## config.mk

```make
export PLATFORM = sky130hd
export DESIGN_NAME = grayscale_stream
export DESIGN_NICKNAME = d
export VERILOG_FILES = /design/src/rtl/grayscale_stream.sv
export SDC_FILE = /design/constraint.sdc
export NUM_CORES = 1
export LEC_CHECK = 0
export BUFFER_PORTS_ARGS = -buffer_cell sky130_fd_sc_hd__buf_2
export CAP_MARGIN = 20
export CORE_MARGIN = 3
export CORE_UTILIZATION = 60
export CTS_CLUSTER_SIZE = 14
export DETAILED_ROUTE_END_ITERATION = 6
export GPL_ROUTABILITY_DRIVEN = 0
export PLACE_DENSITY = 0.76
export SLEW_MARGIN = 20
export SYNTH_ARGS = -nofsm -noshare
export SYNTH_HDL_FRONTEND = slang
export SYNTH_SLANG_ARGS = --single-unit
```

## constraint.sdc

```tcl
create_clock -name clk -period 5.2 [get_ports clk]
set_clock_uncertainty 0.2 [all_clocks]
set_input_delay 1.04 -clock clk [delete_from_list [all_inputs] [get_ports clk]]
set_output_delay 1.04 -clock clk [all_outputs]
set_load 0.01 [all_outputs]
```

## src/rtl/grayscale_stream.sv

```systemverilog
// grayscale_stream: frame-aware RGB to grayscale converter with valid/ready
// handshakes on both sides, a two-stage arithmetic pipeline, per-frame
// channel-select modes and a one-cycle frame-complete pulse.
module grayscale_stream #(
  parameter int          PIX_W        = 8,
  parameter int          FRAME_PIXELS = 16384,
  parameter int unsigned WR           = 77,
  parameter int unsigned WG           = 150,
  parameter int unsigned WB           = 29,
  parameter int          CNT_W        = $clog2(FRAME_PIXELS + 1)
) (
  input  logic               clk,
  input  logic               rst,
  input  logic               start,
  input  logic [1:0]         mode,
  input  logic               in_valid,
  input  logic [3*PIX_W-1:0] in_data,
  output logic               in_ready,
  output logic               pause,
  output logic               out_valid,
  output logic [PIX_W-1:0]   out_data,
  input  logic               out_ready,
  output logic [CNT_W-1:0]   pix_count,
  output logic               busy,
  output logic               done
);

  localparam int COEF_W = 8;
  localparam int PROD_W = PIX_W + COEF_W;
  localparam int SUM_W  = PIX_W + 10;
  localparam int Y_W    = SUM_W - 8;

  localparam logic [COEF_W-1:0] WR_C = COEF_W'(WR);
  localparam logic [COEF_W-1:0] WG_C = COEF_W'(WG);
  localparam logic [COEF_W-1:0] WB_C = COEF_W'(WB);

  localparam logic [PIX_W-1:0] PIX_MAX    = '1;
  localparam logic [CNT_W-1:0] FRAME_N    = CNT_W'(FRAME_PIXELS);
  localparam logic [CNT_W-1:0] FRAME_LAST = CNT_W'(FRAME_PIXELS - 1);

  typedef enum logic [1:0] {
    IDLE  = 2'd0,
    RUN   = 2'd1,
    DRAIN = 2'd2,
    DONE  = 2'd3
  } state_t;

  // Sum the weighted channels with a half-LSB bias, then drop the 1/256 scale.
  function automatic logic [Y_W-1:0] round_luma(input logic [PROD_W-1:0] pr,
                                                input logic [PROD_W-1:0] pg,
                                                input logic [PROD_W-1:0] pb);
    logic [SUM_W-1:0] sum;
    sum = SUM_W'(pr) + SUM_W'(pg) + SUM_W'(pb) + SUM_W'(128);
    return sum[SUM_W-1:8];
  endfunction

  // Clamp a widened luma value to the output pixel range.
  function automatic logic [PIX_W-1:0] sat_pix(input logic [Y_W-1:0] y);
    if (y > {2'b00, PIX_MAX}) begin
      return PIX_MAX;
    end
    return y[PIX_W-1:0];
  endfunction

  state_t             state;
  logic [1:0]         mode_r;
  logic [CNT_W-1:0]   in_cnt;
  logic [CNT_W-1:0]   pix_count_nxt;
  logic               stall;
  logic               accept;
  logic               out_hs;

  logic [PIX_W-1:0]   r_in;
  logic [PIX_W-1:0]   g_in;
  logic [PIX_W-1:0]   b_in;
  logic [PIX_W-1:0]   sel_in;

  logic               vld_p1;
  logic [PROD_W-1:0]  pr_p1;
  logic [PROD_W-1:0]  pg_p1;
  logic [PROD_W-1:0]  pb_p1;
  logic [PIX_W-1:0]   sel_p1;
  logic [1:0]         mode_p1;

  logic               vld_p2;
  logic [PIX_W-1:0]   data_p2;

  assign r_in = in_data[3*PIX_W-1 -: PIX_W];
  assign g_in = in_data[2*PIX_W-1 -: PIX_W];
  assign b_in = in_data[PIX_W-1:0];

  assign stall    = vld_p2 & ~out_ready;
  assign in_ready = (state == RUN) & ~stall;
  assign pause    = ~in_ready;
  assign accept   = in_valid & in_ready;
  assign out_hs   = vld_p2 & out_ready;

  assign out_valid = vld_p2;
  assign out_data  = data_p2;

  assign pix_count_nxt = pix_count + CNT_W'(out_hs);

  // Pick the pass-through channel for the frame's latched mode.
  always_comb begin
    sel_in = b_in;
    case (mode_r)
      2'd1:    sel_in = r_in;
      2'd2:    sel_in = g_in;
      default: sel_in = b_in;
    endcase
  end

  // Frame sequencing: input/output counting, busy and the done pulse.
  always_ff @(posedge clk) begin
    if (rst) begin
      state     <= IDLE;
      mode_r    <= 2'd0;
      in_cnt    <= '0;
      pix_count <= '0;
      busy      <= 1'b0;
      done      <= 1'b0;
    end else begin
      done      <= 1'b0;
      pix_count <= pix_count_nxt;
      case (state)
        IDLE: begin
          if (start) begin
            state     <= RUN;
            mode_r    <= mode;
            in_cnt    <= '0;
            pix_count <= '0;
            busy      <= 1'b1;
          end
        end
        RUN: begin
          if (accept) begin
            in_cnt <= in_cnt + CNT_W'(1);
            if (in_cnt == FRAME_LAST) begin
              state <= DRAIN;
            end
          end
        end
        DRAIN: begin
          // The last handshake itself closes the frame, so done follows it
          // on the very next edge.
          if (pix_count_nxt == FRAME_N) begin
            state <= DONE;
            busy  <= 1'b0;
            done  <= 1'b1;
          end
        end
        default: begin
          state <= IDLE;
        end
      endcase
    end
  end

  // Valid bits for both stages; they move together and freeze on stall.
  always_ff @(posedge clk) begin
    if (rst) begin
      vld_p1 <= 1'b0;
      vld_p2 <= 1'b0;
    end else if (!stall) begin
      vld_p1 <= accept;
      vld_p2 <= vld_p1;
    end
  end

  // ---- Stage 1: weighted channel products and pass-through channel ----
  always_ff @(posedge clk) begin
    if (!stall) begin
      pr_p1   <= PROD_W'(r_in) * PROD_W'(WR_C);
      pg_p1   <= PROD_W'(g_in) * PROD_W'(WG_C);
      pb_p1   <= PROD_W'(b_in) * PROD_W'(WB_C);
      sel_p1  <= sel_in;
      mode_p1 <= mode_r;
    end
  end

  // ---- Stage 2: rounded, saturated luma or selected channel ----
  always_ff @(posedge clk) begin
    if (rst) begin
      data_p2 <= '0;
    end else if (!stall && vld_p1) begin
      data_p2 <= (mode_p1 == 2'd0) ? sat_pix(round_luma(pr_p1, pg_p1, pb_p1))
                                   : sel_p1;
    end
  end

endmodule

```

==> results.txt <==
number of vias per cell - 5.57
Buf/Inv on CP - 4
number of synthesized flops with an enable pin - 53
finished layout cell area - 0.00900 sq mm
CP dominant cell by count - ha_1
mean post-synth cell area - 9.45 sq um
Logic pwr share - 0.664
sequential power share - 0.216
run status - complete, no violations
H-tree depth - 3
Post-CTS Setup Inserts - 0
#FFs+latches synth - 99
Slew HR - 0.289
critical path's top delay family - adder cells
initial antenna violation count - 0
CTS Root Cell - clkbuf_16
Die X - 123 microns
post-route ant nets - 0
total I/O pin count - 59
Net Switching - 2.48 mW
Synthesized Nets - 1079
Async S/R FF share, synth - 0
Max stage delay on crit path - 0.51 ns
Post-Route WL - 17100 microns
sequential fraction of the synthesis area - 0.304
minimum clock period - 4.49 ns
maximum number of pins on one net before global-route repair - 57
Final setup viols - 0
count of cell types in the netlist - 59
full die area - 0.0152 sq mm
Yosys top cell area share - 0.204
Mapped Cells - 875
clock buffer count from CTS - 9
slowest cell on the critical path - fa_1
fmax - 0.223 GHz
vias in the first global route - 5614
clock network power share - 0.121
Critical Path, Cell by Cell - buf_2 -> ha_1 -> ha_1 -> inv_1 -> fa_1 -> fa_1 -> inv_1 -> ha_1 -> or3_1 -> o22a_1 -> a2111oi_0 -> buf_4 -> a211oi_1 -> xnor2_1
cell-internal power - 2.87 mW
final hold violations - 0
synthesis-to-finish area growth - 8.87%
Synth warnings - 0
Post-synth top cells - inv_1, ha_1, nor2_1
Detail Placement HPWL - 13900 microns
share of layout cells above drive strength 1 - 0.0974
Clock transition at path regs - 0.08 ns
first-pass GRT wire length - 27800 microns
Yosys top cell by area - ha_1
IO buf count - 58
CP max FO - 5
cell with the most instances after synthesis - inv_1
DRC viols - 0
Die Ht - 123 microns
DRT Pass-1 Iters - 5
worst-margin pin slew - 1.06 ns
ys flop type - edfxtp_1
fin nets - 1133
total grt overflow - 0
hold buffer count at cts - 0
Worst EP arrival - 4.39 ns
Inst Count DP - 1094
CTS tree - yes
Total Routing Usage GR - 0.235
final period utilization - 0.864
routed via count - 6178
crit path launch type - input pin
core box area - 0.0133 sq mm
Layout Cells excl Fill - 1110
Worst Setup End Kind - flop
CTS Sinks - 99
buffer depth of the longest clock path - 2
number of diodes - 0
ranking of synthesized cells by area - ha_1, edfxtp_1, dfxtp_1, fa_1, inv_1
Max-cap violations - 0
Setup TNS Final - 0 ns
Syn Std Cell Area - 0.00827 sq mm
Crit path required time - 5.10 ns
VDD IR max - 0.000410 V
Pwr per Cell Area - 594 mW/mm^2
unrepaired setup endpoints after global routing - false
switch share - 0.463
1st-iter DRT viols - 525
cts repair resizes - 0
placed inst area - 0.00872 sq mm
Leakage - 4.37 nW
routed len/inst - 15.4 microns
Crit Path Category - input pin to flop
Hold WC Path Type - flop to flop
Pins Over Slew Limit - 0
Skew-Pair Late Insertion Delay - 0.36 ns
Initial Util - 0.620
num rows - 42
power groups by stage:
stage | Clock, mW | Combinational [mW] | Sequential [mW]
2_1_floorplan | 0 | 2.72 | 1.15
3_3_place_gp | 0 | 3.44 | 1.17
3_5_place_dp | 0 | 3.49 | 1.17
4_1_cts | 0.653 | 3.51 | 1.15
5_1_grt | 0.685 | 4.03 | 1.17
6_report | 0.647 | 3.55 | 1.15
layer usage:
metal / global-route usage / vias up / routed length [microns]
met5: 0 / - / 0
met4: 0.0754 / 0 / 294
met3: 0.0320 / 19 / 716
met2: 0.358 / 132 / 7650
met1: 0.348 / 2887 / 8420
li1: - / 3140 / -
cell usage in the layout (no fill, tap or decap), types with 11 or more instances in the layout:
master / n
fa_1: 38
dfxtp_1: 46
inv_1: 150
buf_2: 58
xnor2_1: 28
nor2_1: 64
nand2_1: 41
nand3_1: 28
a21oi_1: 46
xor2_1: 24
nor3_1: 17
edfxtp_1: 53
o21a_1: 11
ha_1: 135
o21ai_0: 35
registers in the layout, summed over array words and instances (netlist names):
| signal | flops |
|---|---|
| mode_p1 | 2 |
| pg_p1 | 15 |
| out_valid | 1 |
| pr_p1 | 15 |
| vld_p1 | 1 |
| pix_count | 15 |
| done | 1 |
| sel_p1 | 8 |
| busy | 1 |
| state | 2 |
| out_data | 8 |
| mode_r | 2 |
| in_cnt | 15 |
| pb_p1 | 13 |
tightest hold or removal path: stages, from the launching register on:
cell and delay (ns):
dfxtp_1 0.33, nand2b_1 0.07, mux2i_1 0.05
through the flow:
| stage | total power, mW | hold WS, ns | setup slack (ns) | utilization |
|---|---|---|---|---|
| finish | 5.35 | 0.294 | 0.709 | 0.675 |
| CTS | 5.32 | 0.294 | 0.712 | 0.675 |
| global placement | 4.61 | 0.268 | 0.409 | 0.653 |
| global route | 5.89 | 0.318 | 0.531 | 0.675 |
| floorplan | 3.86 | 0.256 | 0.503 | - |
| detailed placement | 4.66 | 0.274 | 0.346 | 0.653 |
final cells by class:
cell class | count | area, sq um
Timing Repair Buffer | 60 | 305
Clock buffer | 10 | 239
Fill cell | 1133 | 4340
Tap cell | 176 | 220
Inverter | 151 | 567
Multi-Input combinational cell | 608 | 5110
Sequential cell | 99 | 2510
Clock inverter | 6 | 45.0
path summary, 6_finish.rpt:
| kind | startpoint | endpoint | slack, ns | cells after the start |
|---|---|---|---|---|
| worst max register to register | pr_p1[4]$_DFFE_PN_ | out_data[6]$_SDFFE_PP0P_ | 1.65 | 11 |
| worst min-delay path | state[1]$_SDFFE_PP0P_ | state[1]$_SDFFE_PP0P_ | 0.29 | 2 |
| worst max-delay path | in_data[12] | pg_p1[14]$_DFFE_PN_ | 0.71 | 14 |
| worst min register to register | state[1]$_SDFFE_PP0P_ | state[1]$_SDFFE_PP0P_ | 0.29 | 2 |
kinds of logic (layout without fill, tap and decap cells):
group                    after synthesis  count (layout)  share of synthesized area
AO/OA/AOI/OAI                        164             164                      0.129
XOR/XNOR                              52              52                     0.0551
adder cells (fa/ha/maj)              173             173                      0.296
buffers and inverters                168             227                     0.0778
flip-flops                            99              99                      0.304
multiplexers                           5               5                    0.00620
AND/OR/NAND/NOR                      214             214                      0.132
Power figures use the tool's default switching activity.
